**src/rtl/uart_pkg.sv**
```systemverilog
// uart_pkg: shared UART state codes, parity types and defaults for the TX/RX paths.
package uart_pkg;
  localparam int DATA_WIDTH_DEF = 8;
  localparam logic PAR_EVEN = 1'b0;
  localparam logic PAR_ODD = 1'b1;
  typedef enum logic [2:0] {
    IDLE   = 3'b000,
    START  = 3'b001,
    DATA   = 3'b011,
    PARITY = 3'b010,
    STOP   = 3'b110
  } uart_state_e;
  function automatic logic [5:0] eff_prescale(input logic [5:0] p);
    return (p == 6'd0) ? 6'd1 : p;
  endfunction
endpackage

```
**src/rtl/uart_tx_frame_if.sv**
```systemverilog
// uart_tx_frame_if: parallel request side and serial line of the UART transmitter.
interface uart_tx_frame_if
  import uart_pkg::*;
#(
  parameter int DATA_WIDTH = DATA_WIDTH_DEF
);
  logic [DATA_WIDTH-1:0] P_DATA;
  logic                  Data_Valid;
  logic                  PAR_EN;
  logic                  PAR_TYP;
  logic [5:0]            Prescale;
  logic                  TX_OUT;
  logic                  Busy;
  modport master(output P_DATA, Data_Valid, PAR_EN, PAR_TYP, Prescale, input TX_OUT, Busy);
  modport slave(input P_DATA, Data_Valid, PAR_EN, PAR_TYP, Prescale, output TX_OUT, Busy);
endinterface

```
**src/rtl/uart_tx_parity.sv**
```systemverilog
// uart_tx_parity: parity bit of a data word, even or odd; shared with the RX checker.
module uart_tx_parity
  import uart_pkg::*;
#(
  parameter int DATA_WIDTH = DATA_WIDTH_DEF
) (
  input  logic [DATA_WIDTH-1:0] data_i,
  input  logic                  par_typ_i,
  output logic                  par_o
);
  assign par_o = (^data_i) ^ (par_typ_i == PAR_ODD);
endmodule

```
**src/rtl/uart_tx_frame.sv**
```systemverilog
// uart_tx_frame: serialises one byte as start, data (LSB first), optional parity and stop bit,
// each bit held for the latched Prescale clk cycles.
module uart_tx_frame
  import uart_pkg::*;
#(
  parameter int DATA_WIDTH = DATA_WIDTH_DEF
) (
  input logic            clk,
  input logic            rst_n,
  uart_tx_frame_if.slave bus
);
  uart_state_e           state_q, state_d;
  logic [5:0]            cnt_q, cnt_d;
  logic [5:0]            pre_q, pre_d;
  logic [3:0]            bit_q, bit_d;
  logic [DATA_WIDTH-1:0] shift_q, shift_d;
  logic                  par_q, par_d;
  logic                  par_en_q, par_en_d;
  logic                  tx_q, tx_d;
  logic                  busy_q, busy_d;
  logic                  par_w;
  logic                  bit_end;

  uart_tx_parity #(.DATA_WIDTH(DATA_WIDTH)) u_par (
    .data_i   (bus.P_DATA),
    .par_typ_i(bus.PAR_TYP),
    .par_o    (par_w)
  );

  assign bit_end    = cnt_q == pre_q - 6'd1;
  assign bus.TX_OUT = tx_q;
  assign bus.Busy   = busy_q;

  always_comb begin
    state_d  = state_q;
    cnt_d    = bit_end ? 6'd0 : cnt_q + 6'd1;
    pre_d    = pre_q;
    bit_d    = bit_q;
    shift_d  = shift_q;
    par_d    = par_q;
    par_en_d = par_en_q;
    case (state_q)
      IDLE: begin
        cnt_d = 6'd0;
        if (bus.Data_Valid) begin
          state_d  = START;
          bit_d    = 4'd0;
          shift_d  = bus.P_DATA;
          par_d    = par_w;
          par_en_d = bus.PAR_EN;
          pre_d    = eff_prescale(bus.Prescale);
        end
      end
      START:  state_d = bit_end ? DATA : START;
      DATA: begin
        if (bit_end) begin
          shift_d = shift_q >> 1;
          bit_d   = (bit_q == 4'(DATA_WIDTH - 1)) ? 4'd0 : bit_q + 4'd1;
          state_d = (bit_q != 4'(DATA_WIDTH - 1)) ? DATA : par_en_q ? PARITY : STOP;
        end
      end
      PARITY: state_d = bit_end ? STOP : PARITY;
      STOP:   state_d = bit_end ? IDLE : STOP;
      default: begin
        state_d = IDLE;
        cnt_d   = 6'd0;
      end
    endcase
    // Outputs are registered from the next state so the line changes on the same edge as the state.
    tx_d   = (state_d == START) ? 1'b0 : (state_d == DATA) ? shift_d[0] :
             (state_d == PARITY) ? par_d : 1'b1;
    busy_d = state_d != IDLE;
  end

  always_ff @(posedge clk or negedge rst_n) begin
    if (!rst_n) begin
      state_q  <= IDLE;
      cnt_q    <= 6'd0;
      pre_q    <= 6'd0;
      bit_q    <= 4'd0;
      shift_q  <= '0;
      par_q    <= 1'b0;
      par_en_q <= 1'b0;
      tx_q     <= 1'b1;
      busy_q   <= 1'b0;
    end else begin
      state_q  <= state_d;
      cnt_q    <= cnt_d;
      pre_q    <= pre_d;
      bit_q    <= bit_d;
      shift_q  <= shift_d;
      par_q    <= par_d;
      par_en_q <= par_en_d;
      tx_q     <= tx_d;
      busy_q   <= busy_d;
    end
  end
endmodule

```
**src/flat_wrapper.sv**
```systemverilog
// flat-port wrapper written by rule: the top's interface ports become plain ports
module uart_tx_frame_flat import uart_pkg::*;
#(
  parameter int DATA_WIDTH = DATA_WIDTH_DEF
)
  (clk, rst_n, bus_P_DATA, bus_Data_Valid, bus_PAR_EN, bus_PAR_TYP, bus_Prescale, bus_TX_OUT, bus_Busy);
  uart_tx_frame_if #(.DATA_WIDTH(DATA_WIDTH)) bus_i ();
  input logic clk;
  input logic rst_n;
  input wire logic [$bits(bus_i.P_DATA)-1:0] bus_P_DATA;
  input wire logic [$bits(bus_i.Data_Valid)-1:0] bus_Data_Valid;
  input wire logic [$bits(bus_i.PAR_EN)-1:0] bus_PAR_EN;
  input wire logic [$bits(bus_i.PAR_TYP)-1:0] bus_PAR_TYP;
  input wire logic [$bits(bus_i.Prescale)-1:0] bus_Prescale;
  output wire logic [$bits(bus_i.TX_OUT)-1:0] bus_TX_OUT;
  output wire logic [$bits(bus_i.Busy)-1:0] bus_Busy;
  assign bus_i.P_DATA = bus_P_DATA;
  assign bus_i.Data_Valid = bus_Data_Valid;
  assign bus_i.PAR_EN = bus_PAR_EN;
  assign bus_i.PAR_TYP = bus_PAR_TYP;
  assign bus_i.Prescale = bus_Prescale;
  assign bus_TX_OUT = bus_i.TX_OUT;
  assign bus_Busy = bus_i.Busy;
  uart_tx_frame #(.DATA_WIDTH(DATA_WIDTH)) u_core (.clk(clk), .rst_n(rst_n), .bus(bus_i));
endmodule
```
**config.mk**
```make
export PLATFORM = sky130hd
export DESIGN_NAME = uart_tx_frame_flat
export DESIGN_NICKNAME = d
export VERILOG_FILES = /design/src/rtl/uart_pkg.sv /design/src/rtl/uart_tx_frame_if.sv /design/src/rtl/uart_tx_parity.sv /design/src/rtl/uart_tx_frame.sv /design/src/flat_wrapper.sv
export SDC_FILE = /design/constraint.sdc
export NUM_CORES = 1
export LEC_CHECK = 0
export BUFFER_PORTS_ARGS = -buffer_cell sky130_fd_sc_hd__clkbuf_2
export CAP_MARGIN = 15
export CORE_MARGIN = 1
export CORE_UTILIZATION = 35
export DETAILED_ROUTE_END_ITERATION = 16
export PLACE_DENSITY = 0.6
export SYNTH_ARGS = -nofsm -noshare
export SYNTH_HDL_FRONTEND = slang
export SYNTH_SLANG_ARGS = --single-unit
```
**constraint.sdc**
```tcl
create_clock -name clk -period 5.3 [get_ports clk]
set_input_delay 0 -clock clk [delete_from_list [all_inputs] [get_ports clk]]
set_output_delay 0 -clock clk [all_outputs]
set_load 0.02 [all_outputs]
```
==> results of run 1 <==
==> per-stage QoR <==
stage,hold WS (ns),area [um2],power (W),cells
3_3_place_gp,0.104,1780,0.000652,228
4_1_cts,0.0808,2030,0.000884,251
2_1_floorplan,-0.296,1620,0.000601,158
6_report,0.0925,2030,0.000875,251
5_1_grt,0.112,2030,0.000949,251
3_5_place_dp,0.107,1780,0.000665,228
==> cells in the final DEF (no fill, tap or decap) <==
master                          instances
sky130_fd_sc_hd__a311oi_1               1
sky130_fd_sc_hd__nor4b_2                1
sky130_fd_sc_hd__nor3b_1                2
sky130_fd_sc_hd__nor4_1                 1
sky130_fd_sc_hd__ha_1                   3
sky130_fd_sc_hd__o21ai_0                5
sky130_fd_sc_hd__xor2_1                 9
sky130_fd_sc_hd__a22o_1                 1
sky130_fd_sc_hd__nand3_1                6
sky130_fd_sc_hd__a221oi_2               1
sky130_fd_sc_hd__o21ba_1                1
sky130_fd_sc_hd__buf_4                  2
sky130_fd_sc_hd__nand2b_1               2
sky130_fd_sc_hd__o211ai_2               1
sky130_fd_sc_hd__nor2b_1                1
sky130_fd_sc_hd__o31ai_1                3
sky130_fd_sc_hd__a22oi_1                7
sky130_fd_sc_hd__dlygate4sd3_1         15
sky130_fd_sc_hd__clkbuf_2              20
sky130_fd_sc_hd__clkbuf_8               7
sky130_fd_sc_hd__a41oi_2                1
sky130_fd_sc_hd__and3b_1                1
sky130_fd_sc_hd__or4_1                  1
sky130_fd_sc_hd__a32oi_1                1
sky130_fd_sc_hd__a21oi_1                1
sky130_fd_sc_hd__inv_1                  7
sky130_fd_sc_hd__nand2_1               23
sky130_fd_sc_hd__xnor2_1               11
sky130_fd_sc_hd__or2_1                  2
sky130_fd_sc_hd__mux2_2                 7
sky130_fd_sc_hd__clkbuf_1               1
sky130_fd_sc_hd__nor3_1                 4
sky130_fd_sc_hd__or3_4                  1
sky130_fd_sc_hd__a211oi_2               1
sky130_fd_sc_hd__o21ai_1                4
sky130_fd_sc_hd__or2b_1                 2
sky130_fd_sc_hd__dfrtp_1               30
sky130_fd_sc_hd__dfstp_2                1
sky130_fd_sc_hd__nor2_1                11
==> cells by family after synthesis <==
group | count (synthesis)
compound gates | 28
xor+xnor | 20
fa+ha+maj | 3
buf+inv | 11
flops | 31
mux | 7
simple gates | 58
==> path summary, 6_finish.rpt <==
path                       slack, ns  cells after the start         startpoint                end
hold / removal                  0.09                      3      bus_P_DATA[0]  u_core.shift_q[0]
min in group asynchronous       0.33                      2              rst_n    u_core.pre_q[5]
setup reg to reg                2.83                      8    u_core.pre_q[0]    u_core.bus.Busy
setup / recovery                2.83                      8    u_core.pre_q[0]    u_core.bus.Busy
max in group asynchronous       4.48                      2              rst_n  u_core.state_q[2]
hold reg to reg                 0.48                      2  u_core.shift_q[2]  u_core.shift_q[2]
==> tightest hold or removal path, cell delays in order <==
cell and delay (ns):
sky130_fd_sc_hd__clkbuf_2 0.10, sky130_fd_sc_hd__a22o_1 0.15, sky130_fd_sc_hd__or2_1 0.10
==> sequential cells by signal, summed over array words and instances, names as in the netlist <==
register,flops
u_core.state_q,3
u_core.pre_q,6
u_core.cnt_q,6
u_core.shift_q,8
u_core.bit_q,4
u_core.par_en_q,1
u_core.par_q,1
u_core.bus.Busy,1
u_core.bus.TX_OUT,1
==> cell type report <==
| class | instances | area (um2) | area share |
|---|---|---|---|
| multi-input combinational | 116 | 797 | 0.392 |
| inverter | 7 | 26.3 | 0.0129 |
| timing repair buffer | 37 | 265 | 0.131 |
| clock buffer | 8 | 100 | 0.0493 |
| tap | 52 | 65.1 | 0.0320 |
| sequential | 31 | 777 | 0.383 |
==> layer usage <==
layer / share of wire / wire, um / GRT usage
met1: 0.49 / 1600 / 0.203
met2: 0.46 / 1520 / 0.252
met3: 0.030 / 98 / 0.0447
met4: 0.019 / 62 / 0.0733
met5: 0 / 0 / 0
==> repair_timing <==
action                                 CTS  global route
endpoints found under the hold margin   44             0
buffers inserted                         0             0
setup endpoints to repair                0             0
hold buffers                            15             0
==> where the power goes <==
group	switching (W)	internal, W
logic	0.000140	0.000132
clock network	0.0000849	0.000118
registers	0.0000778	0.000322
==> summary.md, run 1 <==
The run finished with clean final reports. By area, the combinational part of the netlist is dominated by simple AND/OR/NAND/NOR gates. STA puts the critical path data required time at 5.47 ns.

Along the worst path, the maximum fanout reaches 5. The tools report the area of the placeable core as 0.00438 mm2. The sequential area share after synthesis came out at 0.480. Ranked by total cell area, the synthesized netlist is headed by sky130_fd_sc_hd__dfrtp_1, sky130_fd_sc_hd__xnor2_1, sky130_fd_sc_hd__nand2_1. The run gives 2.83 ns as the post-route worst setup slack. The worst ir drop on vdd came out at 0.232 mV.

Path type of the worst min-delay path: primary input to flop. After clock tree synthesis, the clock-pin slew on the worst setup and hold paths is 0.06 ns. For the pin with the worst max-slew slack, the measured transition is 0.777 ns. For this design the top-level I/O count stands at 21. Walking the worst path, the cells encountered are inv_1 -> ha_1 -> o21ba_1 -> a221oi_2 -> a41oi_2 -> nor3_1 -> a311oi_1 -> or2_1. TritonCTS built the clock tree.

After detailed routing, the number of vias per cell comes to 4.88. The post-synthesis average cell area was 10.2 um2; the wire length of the first global-routing pass was 6090 um. Among all cell types in the netlist, the one instantiated most often is sky130_fd_sc_hd__dfrtp_1. Counting the buffers created by CTS gives 5. The critical path is of the flop to flop type.

Number of antenna violations at the first check in global routing: 0. The clock root buffer was sky130_fd_sc_hd__clkbuf_8. The starting utilization of the core area is 0.369, and the post-layout utilization of the core is 0.463. The clock latency on the worst-skew pair was 0.28 ns; the compound-cell area share of the yosys netlist was 0.135. In this run the remaining antenna-violating nets after routing total 0. After global routing the overflow that remains totals 0. The final route contains 1,226 vias. Measured along the x axis, the die boundary spans 70.0 um.

Count of antenna diodes in the layout: 0. Setup repair after global routing left no endpoint under its margin. The tools report the clock skew after layout as 0.00625 ns.

The area overhead of the layout relative to synthesis is 25.5%, and the post-DP HPWL is 2310 um. Yosys mapped a number of flops with a built-in enable equal to 0. The number of global-route vias before repair was 1,315. The flip-flop and latch count after synthesis is 31. The tools report the startpoint class of the critical path as a flop.

The post-synthesis instance area was 0.00162 mm2. The number of nets handed over by synthesis was 180. The analysis attributes to cell leakage a power of 0.925 nW.

The period utilization came out at 0.465. The number of pins with negative max-slew slack in the final report is 0. Dividing total power by cell area gives a power density of 431 mW/mm2. The most used flip-flop cell after synthesis is sky130_fd_sc_hd__dfrtp_1. Counting instances in the post-synthesis netlist gives the leading cell types as sky130_fd_sc_hd__dfrtp_1, sky130_fd_sc_hd__nand2_1, sky130_fd_sc_hd__nor2_1, sky130_fd_sc_hd__xnor2_1, sky130_fd_sc_hd__xor2_1. Clock tree synthesis found a total of 31 sinks.

The number of buffers on the longest clock path is 2, and the xor-xnor portion of the synthesized cell area is 0.108. The H-tree was split into 2 levels. The tools report the wire length reported by the detailed router as 3270 um. Count of unique library cells instantiated by Yosys: 37. Entering global routing, the biggest net connects 32 pins. The simple-gate portion of the synthesized area is 0.174, and the post-route setup TNS is 0 ns.

The cell count after synthesis was 158; the mux share of post-synthesis cell area was 0.0487. The tools report the number of warnings issued by yosys as 0. The number of nets at the end of the flow is 220, and the highest achievable clock rate is 406 MHz. The async set-reset flop share out of synthesis was 1.00. Before antenna repair, the detailed router went through 4 iterations. The die covers 0.00490 mm2. Setup violations remaining at the end of the flow were counted as 0. The clock period could shrink to 2.47 ns. The slowest stage of the critical path belongs to the cell sky130_fd_sc_hd__nor3_1.

Summed over all instances, the cell type with the most area after synthesis is sky130_fd_sc_hd__dfrtp_1. The site row count was 24. Max-cap violations in this run came to 0. The run gives 2.64 ns as the arrival time at the worst endpoint. Fraction of the mapped netlist area in adder cells: 0.0232. STA classifies the critical path endpoint as a flop. The pre-CTS setup slack was 2.83 ns. The total of cells resized after clock tree synthesis was 0. The sum of buffers and inverters on the critical path came out at 1. The logs give 0.482 for the worst relative slew slack and 37 for the violation count after the first detailed-route iteration.

Area share of the largest cell type after synthesis: 0.464. The count of input and output buffers was 20. In the final routed layout, each cell accounts on average for 13.0 um. The die height works out to 70.0 um. In this design, the stage delay of the slowest critical-path cell is 0.49 ns. For the number of endpoints with negative hold slack in the final report, the log shows 0. The global placement routability congestion is 0.825. For the overall global routing resource usage, the log shows 0.160. In the routed design, unresolved DRC markers number 0.

The family with the most delay on the worst path was compound AO/OA/AOI/OAI gates. Fill cells in the final layout number 433. The layout cell share with drive strength beyond 1 came out at 0.216.
No activity file was read; power rests on OpenSTA's default activity.
==> inputs of run 2 (changes only) <==
--- a/config.mk
+++ b/config.mk
@@ -10,7 +10,7 @@
 export CORE_MARGIN = 1
 export CORE_UTILIZATION = 35
 export DETAILED_ROUTE_END_ITERATION = 16
-export PLACE_DENSITY = 0.6
+export PLACE_DENSITY = 0.62
 export SYNTH_ARGS = -nofsm -noshare
 export SYNTH_HDL_FRONTEND = slang
 export SYNTH_SLANG_ARGS = --single-unit
==> constraint.sdc (replaced) <==
create_clock -name clk -period 2.04 [get_ports clk]
set_input_delay 0 -clock clk [delete_from_list [all_inputs] [get_ports clk]]
set_output_delay 0 -clock clk [all_outputs]
set_load 0.02 [all_outputs]
==> run 2 against run 1 <==
The flow now finishes with violations (setup timing). Utilization grew 3.1 points. Largest cell class unchanged. Critical path type unchanged. Register-to-register slack lost 3.0 ns. Non-clock buffer count grew 14. Worst setup slack lost 3.0 ns.
==> summary.md, run 2 (synthesis results as in run 1) <==
The flow ran to the end, but the final reports show violations. The final reports fail on setup timing. The logs give 0.494 (was 0.463) for the post-layout utilization of the core and 0.0107 ns (was 0.00625 ns) for the clock skew after layout.

The post-route minimum period works out to 2.19 ns (was 2.47 ns). Setup repair after global routing could not meet its margin everywhere. The floorplan die width works out to 70.0 um (unchanged). The clock-pin transition on the worst setup and hold timing paths was 0.06 ns (about the same); the area overhead of the layout relative to synthesis was 33.9% (was 25.5%). The tools report the via count of the routed design as 1,294 (was 1,226). Most used cells in the layout excluding fill and tap cells: sky130_fd_sc_hd__dfrtp_1, sky130_fd_sc_hd__nand2_1, sky130_fd_sc_hd__clkbuf_2, sky130_fd_sc_hd__dlygate4sd3_1, sky130_fd_sc_hd__buf_4 (was sky130_fd_sc_hd__dfrtp_1, sky130_fd_sc_hd__nand2_1, sky130_fd_sc_hd__clkbuf_2, sky130_fd_sc_hd__dlygate4sd3_1). The count of antenna diodes in the layout was 0 (unchanged); the worst ir drop on vdd was 0.580 mV (was 0.232 mV). Path type of the worst min-delay path: primary input to flop (unchanged). The period utilization was 1.08 (was 0.465); the total of max-cap violations was 0 (unchanged).

Die area: 0.00490 mm2 (unchanged). Required arrival time at the worst endpoint: 2.24 ns (was 5.47 ns). Highest achievable clock rate: 456 MHz (was 406 MHz).

The finished layout cell area was 0.00217 mm2 (was 0.00203 mm2); the total global routing overflow was 0 (unchanged). The number of remaining DRC errors is 0 (unchanged). The logs give 39 (was 37) for the violation count after the first detailed-route iteration and 4 (unchanged) for the length of the first detailed-routing pass in iterations.

The starting utilization of the core area came out at 0.369 (unchanged). The tools report the startpoint class of the critical path as a flop (unchanged). The logs give 1,333 (was 1,315) for the number of global-route vias before repair and 2 (unchanged) for the number of buffers on the longest clock path. The tools report the static power due to leakage as 0.988 nW (was 0.925 nW).

The run gives 0 (unchanged) as the residual antenna-violating net count after detailed routing. The tools report the clock latency on the worst-skew pair as 0.29 ns (was 0.28 ns). TritonCTS built the clock tree. For the worst relative slew slack, the log shows 0.488 (was 0.482). The logs give 31 (unchanged) for the number of sinks on the clock net and 5 (unchanged) for the number of clock buffers inserted by TritonCTS. The count of input and output buffers works out to 20 (unchanged). Largest register by flop count: u_core.shift_q (unchanged).

The tools report the CTS H-tree depth as 2 (unchanged). Maximum net fanout on the critical path: 4 (was 5). The via density per instance was 4.88 (about the same).

Flip-flop count of the largest register after layout: 8 (unchanged). The arrival time at the worst endpoint was 2.39 ns (was 2.64 ns); the global placement routability congestion was 0.783 (was 0.825). The maximum number of pins on one net before global-route repair was 32 (unchanged); the transition time at the pin with the least slew margin was 0.768 ns (was 0.777 ns). The run gives 234 (was 220) as the number of nets at the end of the flow.

Category of the critical setup timing path: flop to flop (unchanged). The sort of element at the end of the critical path was a flop (unchanged). The areal power density over the cells came out at 1070 mW/mm2 (was 431 mW/mm2).

The instance area at placement was 0.00190 mm2 (was 0.00178 mm2); the wire length reported by the detailed router was 3330 um (was 3270 um). The area of the placeable core came out at 0.00438 mm2 (unchanged). The die height came out at 70.0 um (unchanged). The overall global routing resource usage came out at 0.153 (was 0.160). The layout cell share with drive strength beyond 1 works out to 0.296 (was 0.216). The tools report the post-route worst setup slack as -0.153 ns (was 2.83 ns). The number of pins with negative max-slew slack in the final report is 0 (unchanged), and the number of antenna violations at the first check in global routing is 0 (unchanged). Registers with the most flip-flops: u_core.shift_q: 8 flops, u_core.cnt_q: 6 flops, u_core.pre_q: 6 flops (unchanged). The number of setup violations in the final report was 7 (was 0); the site row count was 24 (unchanged).

For the total I/O pin count, the log shows 21 (unchanged). The clock root buffer is sky130_fd_sc_hd__clkbuf_8 (unchanged). Leading cell type in the layout, fill and taps excluded: sky130_fd_sc_hd__dfrtp_1 (unchanged). The detailed-route wire length per cell is 12.6 um (was 13.0 um), and the post-DP HPWL is 2320 um (was 2310 um). The run gives 5800 um (was 6090 um) as the wire length of the first global-routing pass. The number of endpoints with negative hold slack in the final report was 0 (unchanged).
## run 2: cell count changes in the layout (fill, tap and decap cells not counted), sizes merged
| cell | change |
|---|---|
| buf | +14 |
## run 2: routing by layer
layer	routed length [um]	GRT usage
met3	142	0.0491
met2	1540	0.245
met1	1600	0.190
met4	55	0.0667
met5	0	0
## run 2: metrics by stage
step | worst slack [ns] | instances | TNS, ns | hold slack [ns] | power [W]
4_1_cts | -0.136 | 263 | -0.161 | 0.0932 | 0.00233
5_1_grt | -0.276 | 265 | -2.93 | 0.121 | 0.00250
3_5_place_dp | -0.126 | 239 | -0.845 | 0.119 | 0.00183
2_1_floorplan | -0.00152 | 158 | -0.00152 | -0.296 | 0.00159
6_report | -0.153 | 265 | -0.233 | 0.0984 | 0.00232
3_3_place_gp | -0.108 | 239 | -0.821 | 0.110 | 0.00180
## run 2: worst max-delay path: stages (launching register included)
cell,delay [ns]
sky130_fd_sc_hd__dfrtp_1,0.38
sky130_fd_sc_hd__inv_2,0.07
sky130_fd_sc_hd__ha_4,0.17
sky130_fd_sc_hd__o21ba_1,0.20
sky130_fd_sc_hd__a221oi_2,0.27
sky130_fd_sc_hd__a41oi_2,0.10
sky130_fd_sc_hd__or3_4,0.39
sky130_fd_sc_hd__a211oi_2,0.22
sky130_fd_sc_hd__o21ai_1,0.10
sky130_fd_sc_hd__a32oi_1,0.22
## run 2: final timing paths
kind	end	slack, ns	cells past startpoint	from
worst max-delay path	u_core.bus.TX_OUT	-0.15	9	u_core.pre_q[0]
worst min-delay path	u_core.shift_q[0]	0.1	3	bus_P_DATA[0]
worst max register to register	u_core.bus.TX_OUT	-0.15	9	u_core.pre_q[0]
min in group asynchronous	u_core.cnt_q[4]	0.32	2	rst_n
worst min register to register	u_core.shift_q[1]	0.47	2	u_core.shift_q[1]
max in group asynchronous	u_core.shift_q[5]	1.23	2	rst_n
## run 2: timing repair
item	CTS	global route
gates resized for setup	3	1
endpoints found under the setup margin	15	21
pin swaps	2	2
endpoints found under the hold margin	44	0
hold buffers	15	0
buffers inserted	1	2
## run 2: report_power, final
group          internal [W]  total [W]  switching [W]
Combinational      0.000432   0.000843       0.000411
Clock              0.000242   0.000459       0.000218
Sequential         0.000836    0.00102       0.000180
Total               0.00151    0.00232       0.000809
## run 2: area by class of cell
cell class / instances / area [um2]
Fill cell: 420 / 2220
Tap cell: 52 / 65.1
Inverter: 7 / 26.3
Multi-Input combinational cell: 116 / 835
Sequential cell: 31 / 777
Clock buffer: 8 / 80.1
Timing Repair Buffer: 51 / 383
==> inputs of run 3 (changes only) <==
--- a/config.mk
+++ b/config.mk
@@ -7,10 +7,11 @@
 export LEC_CHECK = 0
 export BUFFER_PORTS_ARGS = -buffer_cell sky130_fd_sc_hd__clkbuf_2
 export CAP_MARGIN = 15
+export CORE_ASPECT_RATIO = 1.75
 export CORE_MARGIN = 1
 export CORE_UTILIZATION = 35
 export DETAILED_ROUTE_END_ITERATION = 16
-export PLACE_DENSITY = 0.62
+export PLACE_DENSITY_LB_ADDON = 0.25
 export SYNTH_ARGS = -nofsm -noshare
 export SYNTH_HDL_FRONTEND = slang
 export SYNTH_SLANG_ARGS = --single-unit
==> run 3 against run 2 <==
The run still ends with setup timing left. Worst setup slack got worse by 0.0072 ns. Sequential share of layout area rose by 0.63 points. First-iteration DRC count shrank 28%. Final cell count down 2.3%. Die area increased by 0.23%. Combinational power shrank 0.9%. Design area fell by 1.7%. Total power is 0.69% lower. Via count up 1.1%. Critical path depth unchanged.
==> summary.md, run 3 (synthesis results as in run 1) <==
The total I/O pin count came out at 21 (unchanged). The run finished, with violations left. Maximum number of pins on one net before global-route repair: 32 (unchanged). The tools report the clock root buffer as sky130_fd_sc_hd__clkbuf_8 (unchanged). The leading cell type in the layout, fill and taps excluded was sky130_fd_sc_hd__dfrtp_1 (unchanged). The logic depth of the worst register-to-register path is 9 (unchanged), and the largest stage delay on the critical path is 0.40 ns (was 0.39 ns). The post-route worst setup slack was -0.161 ns (was -0.153 ns); the worst hold slack after final layout was 0.00884 ns (was 0.0984 ns). The violation count after the first detailed-route iteration was 28 (was 39).

Most used cells in the layout excluding fill and tap cells: sky130_fd_sc_hd__dfrtp_1, sky130_fd_sc_hd__nand2_1, sky130_fd_sc_hd__clkbuf_2, sky130_fd_sc_hd__dlygate4sd3_1, sky130_fd_sc_hd__buf_4 (unchanged). The number of nets at the end of the flow is 229 (was 234), and the count of input and output buffers is 20 (unchanged). The die area came out at 0.00491 mm2 (was 0.00490 mm2). The worst relative slew slack is 0.489 (was 0.488), and the areal power density over the cells is 1080 mW/mm2 (was 1070 mW/mm2). TritonCTS built the clock tree.

The number of pins with negative max-slew slack in the final report was 0 (unchanged). The arrival time at the worst endpoint is 2.39 ns (about the same), and the static power due to leakage is 0.972 nW (was 0.988 nW). The tools report the number of clock buffers inserted by TritonCTS as 5 (unchanged). The area overhead of the layout relative to synthesis works out to 31.6% (was 33.9%).

The layout cell share with drive strength beyond 1 works out to 0.298 (was 0.296). The floorplan die width came out at 53.4 um (was 70.0 um). The cell with the largest stage delay on the worst path is sky130_fd_sc_hd__or3_4 (unchanged).

The hold-critical path depth is 3 (unchanged), and the post-route setup TNS is -1.11 ns (was -0.233 ns). The run gives 0.00333 ns (was 0.0107 ns) as the clock skew after layout. Setup repair after global routing could not meet its margin everywhere. The site row count was 32 (was 24); the detailed-route wire length per cell was 13.7 um (was 12.6 um).

The logs give 2.23 ns (was 2.24 ns) for the required arrival time at the worst endpoint and 0 (unchanged) for the number of endpoints with negative hold slack in the final report. Crit path cell chain: inv_2 -> ha_4 -> o21ba_1 -> a221oi_2 -> a41oi_2 -> or3_4 -> a211oi_2 -> o21ai_2 -> a32oi_1 (was inv_2 -> ha_4 -> o21ba_1 -> a221oi_2 -> a41oi_2 -> or3_4 -> a211oi_2 -> o21ai_1 -> a32oi_1). The tools report the post-DP HPWL as 2550 um (was 2320 um). Number of setup violations in the final report: 13 (was 7).

The transition time at the pin with the least slew margin was 0.767 ns (was 0.768 ns). The starting utilization of the core area was 0.367 (was 0.369). The maximum net fanout on the critical path was 4 (unchanged).

The run gives -0.205 ns (was -0.126 ns) as the pre-CTS setup slack. For the number of sinks on the clock net, the log shows 31 (unchanged). The tools report the number of remaining DRC errors as 0 (unchanged). Registers with the most flip-flops: u_core.shift_q: 8 flops, u_core.cnt_q: 6 flops, u_core.pre_q: 6 flops (unchanged).

Largest register by flop count: u_core.shift_q (unchanged). The area of the placeable core came out at 0.00440 mm2 (was 0.00438 mm2). The worst ir drop on vdd is 0.751 mV (was 0.580 mV), and the number of global-route vias before repair is 1,362 (was 1,333).

For the via count of the routed design, the log shows 1,308 (was 1,294). For the overall global routing resource usage, the log shows 0.164 (was 0.153). Violations in the final reports: setup timing (unchanged). Wire length reported by the detailed router: 3540 um (was 3330 um). Length of the first detailed-routing pass in iterations: 4 (unchanged). The total global routing overflow is 0 (unchanged). The logs give 0.28 ns (was 0.29 ns) for the clock latency on the worst-skew pair and 0 (unchanged) for the total of max-cap violations. The run gives 0.790 (was 0.783) as the global placement routability congestion.

The number of antenna violations at the first check in global routing came out at 0 (unchanged). Highest achievable clock rate: 454 MHz (was 456 MHz). The count of antenna diodes in the layout is 0 (unchanged), and the period utilization is 1.08 (about the same). The CTS H-tree depth is 2 (unchanged), and the flip-flop count of the largest register after layout is 8 (unchanged). The post-route minimum period came out at 2.20 ns (was 2.19 ns). The tools report the number of buffers on the longest clock path as 2 (unchanged). The sort of element at the end of the critical path is a flop (unchanged).

Category of the critical setup timing path: flop to flop (unchanged). The residual antenna-violating net count after detailed routing came out at 0 (unchanged). The via density per instance works out to 5.05 (was 4.88). The wire length of the first global-routing pass came out at 5790 um (was 5800 um). Die height: 91.9 um (was 70.0 um). The startpoint class of the critical path is a flop (unchanged). The clock-pin transition on the worst setup and hold timing paths is 0.06 ns (about the same). Path type of the worst min-delay path: primary input to flop (unchanged).
[run 3: final cells by class]
cell class / count / area, um2
sequential: 31 / 777
clock buffer: 7 / 76.3
tap: 51 / 63.8
timing repair buffer: 46 / 330
fill: 409 / 2280
inverter: 7 / 26.3
multi-input combinational: 116 / 850
clock inverter: 1 / 5.00
[run 3: worst max-delay path, delay by kind of cell, from the launching register on]
family	cells	cell delay, ns
buf+inv	1	0.07
simple gates	1	0.40
compound gates	6	1.11
flops	1	0.38
fa+ha+maj	1	0.17
[run 3: what timing repair did]
action	4_1_cts	5_1_grt
setup buffers	3	0
resized for setup	3	4
setup endpoints to repair	19	22
pin swaps	4	4
hold endpoints to repair	43	0
hold buffers	14	0
[run 3: power breakdown]
part,switching (W),internal (W),total [W]
sequential,0.000184,0.000836,0.00102
combinational,0.000428,0.000407,0.000835
clock,0.000209,0.000239,0.000448
total,0.000821,0.00148,0.00230
[run 3: per-stage QoR]
step / power [W] / cells / util / cell area, um2
after floorplan: 0.00159 / 158 / - / 1640
after global placement: 0.00176 / 234 / 0.421 / 1860
after detailed placement: 0.00181 / 234 / 0.421 / 1860
after CTS: 0.00231 / 259 / 0.480 / 2110
after global routing: 0.00248 / 259 / 0.483 / 2130
final: 0.00230 / 259 / 0.483 / 2130
[run 3: routing by layer]
layer / GRT usage / share of wire
met1: 0.166 / 0.39
met2: 0.300 / 0.56
met4: 0.0658 / 0.020
met3: 0.0398 / 0.022
met5: 0 / 0
[run 3: worst paths after layout]
kind / start / end / slack (ns)
max in group asynchronous: rst_n / u_core.shift_q[6] / 1.23
worst min register to register: u_core.shift_q[4] / u_core.shift_q[4] / 0.49
worst min-delay path: bus_P_DATA[2] / u_core.shift_q[2] / 0.009
worst max register to register: u_core.pre_q[0] / u_core.bus.TX_OUT / -0.16
min in group asynchronous: rst_n / u_core.par_en_q / 0.32
worst max-delay path: u_core.pre_q[0] / u_core.bus.TX_OUT / -0.16
